### src/rtl/seq_pkg.sv
// Shared definitions for the serial bit-sequence path (generator and detector).
//   state_t  : FSM state encoding shared by both ends of the path
//   PAT_0101 : default 4-bit pattern that the detector looks for
package seq_pkg;

  typedef enum logic [1:0] {
    IDLE  = 2'b00,
    SHIFT = 2'b01,
    DONE  = 2'b10
  } state_t;

  localparam logic [3:0] PAT_0101 = 4'b0101;

endpackage

### src/rtl/piso_shift_reg.sv
// Parallel-in / serial-out shift register, MSB first.
//   clock : rising-edge clock
//   reset : asynchronous active-low clear
//   load  : parallel load of din (takes priority over shift)
//   shift : shift left by one, zero enters at the LSB
//   din   : parallel data
//   msb   : current MSB (serial output)
module piso_shift_reg #(
  parameter int WIDTH = 4
) (
  input  logic             clock,
  input  logic             reset,
  input  logic             load,
  input  logic             shift,
  input  logic [WIDTH-1:0] din,
  output logic             msb
);

  logic [WIDTH-1:0] q;

  always_ff @(posedge clock or negedge reset) begin
    if (!reset) begin
      q <= '0;
    end else if (load) begin
      q <= din;
    end else if (shift) begin
      q <= {q[WIDTH-2:0], 1'b0};
    end
  end

  assign msb = q[WIDTH-1];

endmodule

### src/rtl/moore_seq_gen.sv
// Serial pattern generator: shifts a WIDTH-bit pattern out MSB first, one bit
// per clock, repeated back-to-back repeat_count times, then pulses done.
// Moore machine: outputs are decoded from the state and datapath registers only.
//   clock        : rising-edge clock
//   reset        : asynchronous active-low reset
//   start        : transfer request, sampled only in IDLE
//   pattern      : pattern to send, captured when start is accepted
//   repeat_count : number of repetitions, captured when start is accepted
//   out          : serial data bit
//   out_valid    : out carries a pattern bit
//   busy         : transfer in progress (SHIFT or DONE)
//   done         : one-cycle pulse after the final bit
module moore_seq_gen
  import seq_pkg::*;
#(
  parameter int WIDTH    = 4,
  parameter int REPEAT_W = 4
) (
  input  logic                clock,
  input  logic                reset,
  input  logic                start,
  input  logic [WIDTH-1:0]    pattern,
  input  logic [REPEAT_W-1:0] repeat_count,
  output logic                out,
  output logic                out_valid,
  output logic                busy,
  output logic                done
);

  localparam int CNT_W = $clog2(WIDTH);
  localparam logic [CNT_W-1:0]    BIT_LAST = CNT_W'(WIDTH - 1);
  localparam logic [CNT_W-1:0]    BIT_ONE  = CNT_W'(1);
  localparam logic [REPEAT_W-1:0] REP_ONE  = REPEAT_W'(1);

  state_t              state, state_d;
  logic [CNT_W-1:0]    bit_cnt, bit_cnt_d;
  logic [REPEAT_W-1:0] rep_cnt, rep_cnt_d;
  logic [WIDTH-1:0]    pattern_q, pattern_d;
  logic                sh_load, sh_shift, sh_msb;
  logic [WIDTH-1:0]    sh_din;

  piso_shift_reg #(.WIDTH(WIDTH)) u_piso (
    .clock (clock),
    .reset (reset),
    .load  (sh_load),
    .shift (sh_shift),
    .din   (sh_din),
    .msb   (sh_msb)
  );

  always_ff @(posedge clock or negedge reset) begin
    if (!reset) begin
      state     <= IDLE;
      bit_cnt   <= '0;
      rep_cnt   <= '0;
      pattern_q <= '0;
    end else begin
      state     <= state_d;
      bit_cnt   <= bit_cnt_d;
      rep_cnt   <= rep_cnt_d;
      pattern_q <= pattern_d;
    end
  end

  always_comb begin
    state_d   = state;
    bit_cnt_d = bit_cnt;
    rep_cnt_d = rep_cnt;
    pattern_d = pattern_q;
    sh_load   = 1'b0;
    sh_shift  = 1'b0;
    sh_din    = pattern_q;
    case (state)
      IDLE: begin
        if (start) begin
          sh_load   = 1'b1;
          sh_din    = pattern;
          pattern_d = pattern;
          rep_cnt_d = repeat_count;
          bit_cnt_d = BIT_LAST;
          // A zero repeat count skips straight to the done pulse.
          state_d   = (repeat_count == '0) ? DONE : SHIFT;
        end
      end
      SHIFT: begin
        if (bit_cnt == '0) begin
          if (rep_cnt > REP_ONE) begin
            // Reload in the same edge so repetitions run with no gap.
            sh_load   = 1'b1;
            bit_cnt_d = BIT_LAST;
            rep_cnt_d = rep_cnt - REP_ONE;
          end else begin
            sh_shift = 1'b1;
            state_d  = DONE;
          end
        end else begin
          sh_shift  = 1'b1;
          bit_cnt_d = bit_cnt - BIT_ONE;
        end
      end
      DONE:    state_d = IDLE;
      default: state_d = IDLE;
    endcase
  end

  assign out_valid = (state == SHIFT);
  assign out       = (state == SHIFT) & sh_msb;
  assign busy      = (state == SHIFT) | (state == DONE);
  assign done      = (state == DONE);

endmodule

### config.mk
export PLATFORM = sky130hd
export DESIGN_NAME = moore_seq_gen
export DESIGN_NICKNAME = d
export VERILOG_FILES = /design/src/rtl/seq_pkg.sv /design/src/rtl/piso_shift_reg.sv /design/src/rtl/moore_seq_gen.sv
export SDC_FILE = /design/constraint.sdc
export NUM_CORES = 1
export LEC_CHECK = 0
export ABC_AREA = 1
export CORE_MARGIN = 3
export CORE_UTILIZATION = 25
export DETAILED_ROUTE_END_ITERATION = 6
export GPL_TIMING_DRIVEN = 0
export HOLD_SLACK_MARGIN = 0.1
export SKIP_CTS_REPAIR_TIMING = 1
export SYNTH_ARGS = -nofsm -noshare
export SYNTH_HDL_FRONTEND = slang
export SYNTH_SLANG_ARGS = --single-unit
export TNS_END_PERCENT = 30
### constraint.sdc
create_clock -name clock -period 2.9 [get_ports clock]
set_clock_uncertainty 0.1 [all_clocks]
set_input_delay 0.58 -clock clock [delete_from_list [all_inputs] [get_ports clock]]
set_output_delay 0.58 -clock clock [all_outputs]
set_load 0.02 [all_outputs]
======== Yosys cells after proc, flatten, opt, wreduce, memory -nomap -nowiden ========
Index checks and enable logic that the tools add are counted.
storage, ports and cells
  bits in read-only memories .............. 0
  output and inout port bits .............. 4
  bits in latches ......................... 0
  memory bits (writable) .................. 0
  input port bits ......................... 11
  memories ................................ 0
  bits in registers ....................... 16
cells by class
  equal/unequal tests ..................... 7
  order comparisons ....................... 1
  muxes and demuxes ....................... 24
  shift operators ......................... 0
  reduce and logical (&&, ||, !) cells .... 8
  divide/modulo/power cells ............... 0
  add/sub/neg operators ................... 2
  $mul .................................... 0
  bitwise gates (word level) .............. 2
operators with widths
  operator               count
  $mux W4                7
  $mux W2                7
  $pmux W2 S2            2
  $pmux W4 S2            1
  $mux W1                6
  $reduce_and A3 Y1      2
  $gt A4 B1 Y1 const B   1
  $logic_not A2 Y1       2
  $logic_not A4 Y1       1
  $ne A2 B1 Y1 const B   2
  $ne A2 B2 Y1 const B   2
  $reduce_and A4 Y1      1
  $reduce_bool A2 Y1     2
  $sub A4 B1 Y4 const B  1
  $ne A3 B2 Y1 const B   1
  $eq A2 B1 Y1 const B   1
  $eq A2 B2 Y1 const B   1
  $pmux W1 S2            1
  $sub A2 B1 Y2 const B  1
  $and A1 B1 Y1          1
  $or A1 B1 Y1           1

======== Logic depth before layout (Yosys ltp) ========
  word-level depth ........................ 6
  gate-level depth with buffers ........... 10
  mapped depth without buffers ............ 10

======== Hierarchy ========
From an unflattened synthesis, not the netlist that was laid out.
unflattened totals
  cells, all modules ...................... 130
  area, all modules ....................... 954.7 sq um
by module, submodules not included
  module          instances  area each (sq um)  cells each
  moore_seq_gen   1          780.7              109
  piso_shift_reg  1          173.9              21

======== Worst setup path before layout ========
Ideal clock, no wire load.
  kind .................................... reg2out
  start ................................... register state[1]
  end ..................................... output port out
  data required time ...................... 2220 ps
  data arrival time ....................... 1091 ps
  stages on the path, launching flop included .. 6
  slack ................................... 1129 ps
  cells stage by stage .................... dfrtp_1 inv_1 ha_1 buf_6 nand2_1 inv_1
between the ends
  cells in the longest elaborated chain, start to end .. 2
RTL lines
  what                    RTL line              text
  from (decl)             moore_seq_gen.sv:35   state_t state, state_d;
  from (signal assigned)  moore_seq_gen.sv:58   state <= state_d;
  $eq A2 B1 Y1            --
  net out_valid           moore_seq_gen.sv:25   output logic out_valid,
  $and A1 B1 Y1           moore_seq_gen.sv:107  assign out = (state == SHIFT) & sh_msb;
  to (decl)               moore_seq_gen.sv:24   output logic out,
The timed path passes the listed nets, and every way through them passes these cells.

======== Worst setup path in the final report ========
  start ................................... register state[1]
  end ..................................... output port out
between the ends
  cells in the longest elaborated chain, start to end .. 2
RTL lines
  what           RTL line
  $eq A2 B1 Y1   moore_seq_gen.sv:107
  $and A1 B1 Y1  moore_seq_gen.sv:107
Every way passes these cells.

==> impl_metrics.env <==
export IMPL_crit_arrival_ns=1.77
export IMPL_ant_nets=0
export IMPL_rows=22
export IMPL_vdd_drop_max_v=0.0004162
export IMPL_fmax_ghz=0.4089
export IMPL_worst_path_stages=6
export IMPL_grt_pass1_vias=769
export IMPL_clock_sinks=16
export IMPL_fin_util_pct=33.53
export IMPL_cts_tree="built"
export IMPL_r2r_cells=9
export IMPL_outcome="complete, no violations"
export IMPL_syn_num_nets=153
export IMPL_r2r_end="state[0]$_DFFE_PN0P_"
export IMPL_yosysWarningCount=0
export IMPL_hold_viol_final=0
export IMPL_synth_top_cell_area_share_pct=39.31
export IMPL_ys_top_cells_by_area="dfrtp_1 (39%), nand2_1 (18%), inv_1 (9.6%)"
export IMPL_clk_pin_slew_ns=0.07
export IMPL_seqPwrFrac_pct=29.7
export IMPL_crit_chain="inv_1, ha_1, buf_6, nand2_1, inv_1, clkdlybuf4s50_1"
export IMPL_synth_top_area_cell="dfrtp_1"
export IMPL_ys_types=16
export IMPL_p_per_area_nw_per_um2=1027
export IMPL_clock_root_buffer="clkbuf_8"
export IMPL_cts_buffers=3
export IMPL_antenna_cells=0
export IMPL_netlist_area_um2=1018
export IMPL_seqCellArea_um2=400.4
export IMPL_cp_max_fo=10
export IMPL_slowest_stage="clkdlybuf4s50_1"
export IMPL_worst_pin_slew_ns=0.7611
export IMPL_whs_path_depth=2
export IMPL_routed_wl_mm=1.906
export IMPL_crit_top_cell="inv_1"
export IMPL_required_ns=2.22
export IMPL_grt_first_pass_wirelength_mm=3.422
export IMPL_layoutNonFillerInstCount=202
export IMPL_die_h_um=69.83
export IMPL_grt_max_degree=17
export IMPL_clk_latency_ns=0.25
export IMPL_overflow=0
export IMPL_slew_viol_final=0
export IMPL_antenna_found_initial=0
export IMPL_synth_avg_cell_area_um2=7.489
export IMPL_wl_per_cell_um=9.436
export IMPL_routabilityCongestion=0.7715
export IMPL_n_fill_cell=418
export IMPL_portBuffers=14
export IMPL_die_area_um2=4876
export IMPL_drive_above_1_share_pct=9.740
export IMPL_die_w_um=69.83
export IMPL_critPathBufInv=4
export IMPL_fin_setup_tns_ns=0
export IMPL_drc=0
export IMPL_endpoint_kind="output pin"
export IMPL_htree_num_levels=1
export IMPL_start_kind="flop"
export IMPL_critPathTopFamily="buffers and inverters"
export IMPL_comb_power_share_pct=55.0
export IMPL_p_leak_nw=0.6715
export IMPL_period_share_pct=84.33
export IMPL_avgViaCountPerCell=4.114
export IMPL_ys_ff_latch=16
export IMPL_initial_utilization_pct=26.81
export IMPL_drt_pass1_iterations=4
export IMPL_max_slew_margin_rel_pct=49.10
export IMPL_dp_cells=198
export IMPL_track_usage_pct=8.681
export IMPL_coreArea_um2=3799
export IMPL_setup_viol=0
export IMPL_r2r_slack_ns=1.22
export IMPL_power_internal_mw=0.7336
export IMPL_seq_area_frac_synth_pct=39.31
export IMPL_drt_iter0_drc=19
export IMPL_min_delay_start="bit_cnt[1]$_DFFE_PN0P_"
export IMPL_switchingPower_mw=0.5741
export IMPL_vias=831
export IMPL_multi_input_area_um2=489.2
export IMPL_hpwl_mm=1.452
export IMPL_ios=15
export IMPL_slowest_delay_ns=0.60
export IMPL_switching_share_pct=43.90
export IMPL_cts_buffer_depth=2
export IMPL_min_to="bit_cnt[1]$_DFFE_PN0P_"
export IMPL_reg2reg_from="rep_cnt[0]$_DFFE_PN0P_"
export IMPL_pwr_share_clk_pct=15.3
export IMPL_rsz0062_at_grt="no"
export IMPL_path_class="reg -> out"
export IMPL_syn_inst=136
export IMPL_drv_cap=0
export IMPL_fin_nets=172
export IMPL_min_period_ns=2.446
export IMPL_hp_class="reg -> reg"
export IMPL_area_delta_synth_final_pct=25.06
[Yosys cell counts]
master	instances
buf_6	2
dfrtp_1	16
ha_1	6
inv_1	26
inv_6	1
nand2_1	49
nand2_2	1
nand2_4	1
nand3_1	15
nand3b_1	1
nor2_1	3
nor2_4	1
nor2_8	1
o21ai_0	9
o21ai_2	3
o21ai_4	1
[placed cells by master, fill, tap and decap left out, drive strengths merged]
master | netlist | layout
buf | 2 | 2
clkbuf | 0 | 4
clkdlybuf4s50 | 0 | 14
dfrtp | 16 | 16
ha | 6 | 6
inv | 27 | 27
nand2 | 51 | 51
nand3 | 15 | 15
nand3b | 1 | 1
nor2 | 5 | 5
o21ai | 13 | 13
[layer usage]
layer | GRT usage [%] | share of wire, % | vias to the layer above
met5 | 0 | 0 | -
met4 | 3.191 | 1.4 | 0
met3 | 2.174 | 3.2 | 4
met2 | 12.59 | 39 | 14
met1 | 12.34 | 57 | 364
li1 | - | - | 449
[registers in the layout (all words and copies together) (netlist names)]
| register | cells |
|---|---|
| bit_cnt | 2 |
| rep_cnt | 4 |
| state | 2 |
| pattern_q | 4 |
| u_piso.q | 4 |
[kinds of logic (layout without fill, tap and decap cells)]
group / Yosys count / after routing / synth area share (%)
AND/OR/NAND/NOR: 72 / 72 / 32.06
buffers and inverters: 29 / 47 / 12.65
flip-flops: 16 / 16 / 39.31
AO/OA/AOI/OAI: 13 / 13 / 8.600
adder cells (fa/ha/maj): 6 / 6 / 7.371
[worst min-delay path: stages, from the launching register on]
cell	delay, ns
dfrtp_1	0.35
nand2_1	0.06
nand2_1	0.05
[through the flow]
step	area [um^2]	power (mW)	setup slack (ns)	hold WS (ns)
detailed placement	1219	1.119	0.7235	0.3671
global placement	1219	1.111	0.7173	0.3593
global route	1274	1.459	0.3387	0.4169
floorplan	1018	0.9480	1.129	0.1844
CTS	1274	1.330	0.4321	0.3838
finish	1274	1.308	0.4543	0.3784
[layout make-up]
class                   instances  area share, %
plain buffers                   2          1.768
repair buffers                 14          11.00
multi-input cells              91          38.41
well taps                      48          4.715
inverters                      27          8.350
flip-flops and latches         16          31.43
clock buffers                   4          4.322
[how the worst max path moves through the flow]
stage | endpoint | from | slack [ns]
after floorplan | out | state[1]$_DFFE_PN0P_ | 1.13
after global placement | out | state[1]$_DFFE_PN0P_ | 0.72
after detailed placement | out | state[1]$_DFFE_PN0P_ | 0.72
after CTS | out | state[1]$_DFFE_PN0P_ | 0.43
after global routing | out | state[1]$_DFFE_PN0P_ | 0.34
final | out | state[1]$_DFFE_PN0P_ | 0.45
[power by group through the flow]
| stage | registers [mW] | logic (mW) | clock network (mW) |
|---|---|---|---|
| 2_1_floorplan | 0.377 | 0.571 | 0 |
| 3_3_place_gp | 0.389 | 0.721 | 0 |
| 3_5_place_dp | 0.391 | 0.728 | 0 |
| 4_1_cts | 0.389 | 0.732 | 0.210 |
| 5_1_grt | 0.401 | 0.839 | 0.218 |
| 6_report | 0.388 | 0.719 | 0.201 |
(Power assumes the default switching activity.)
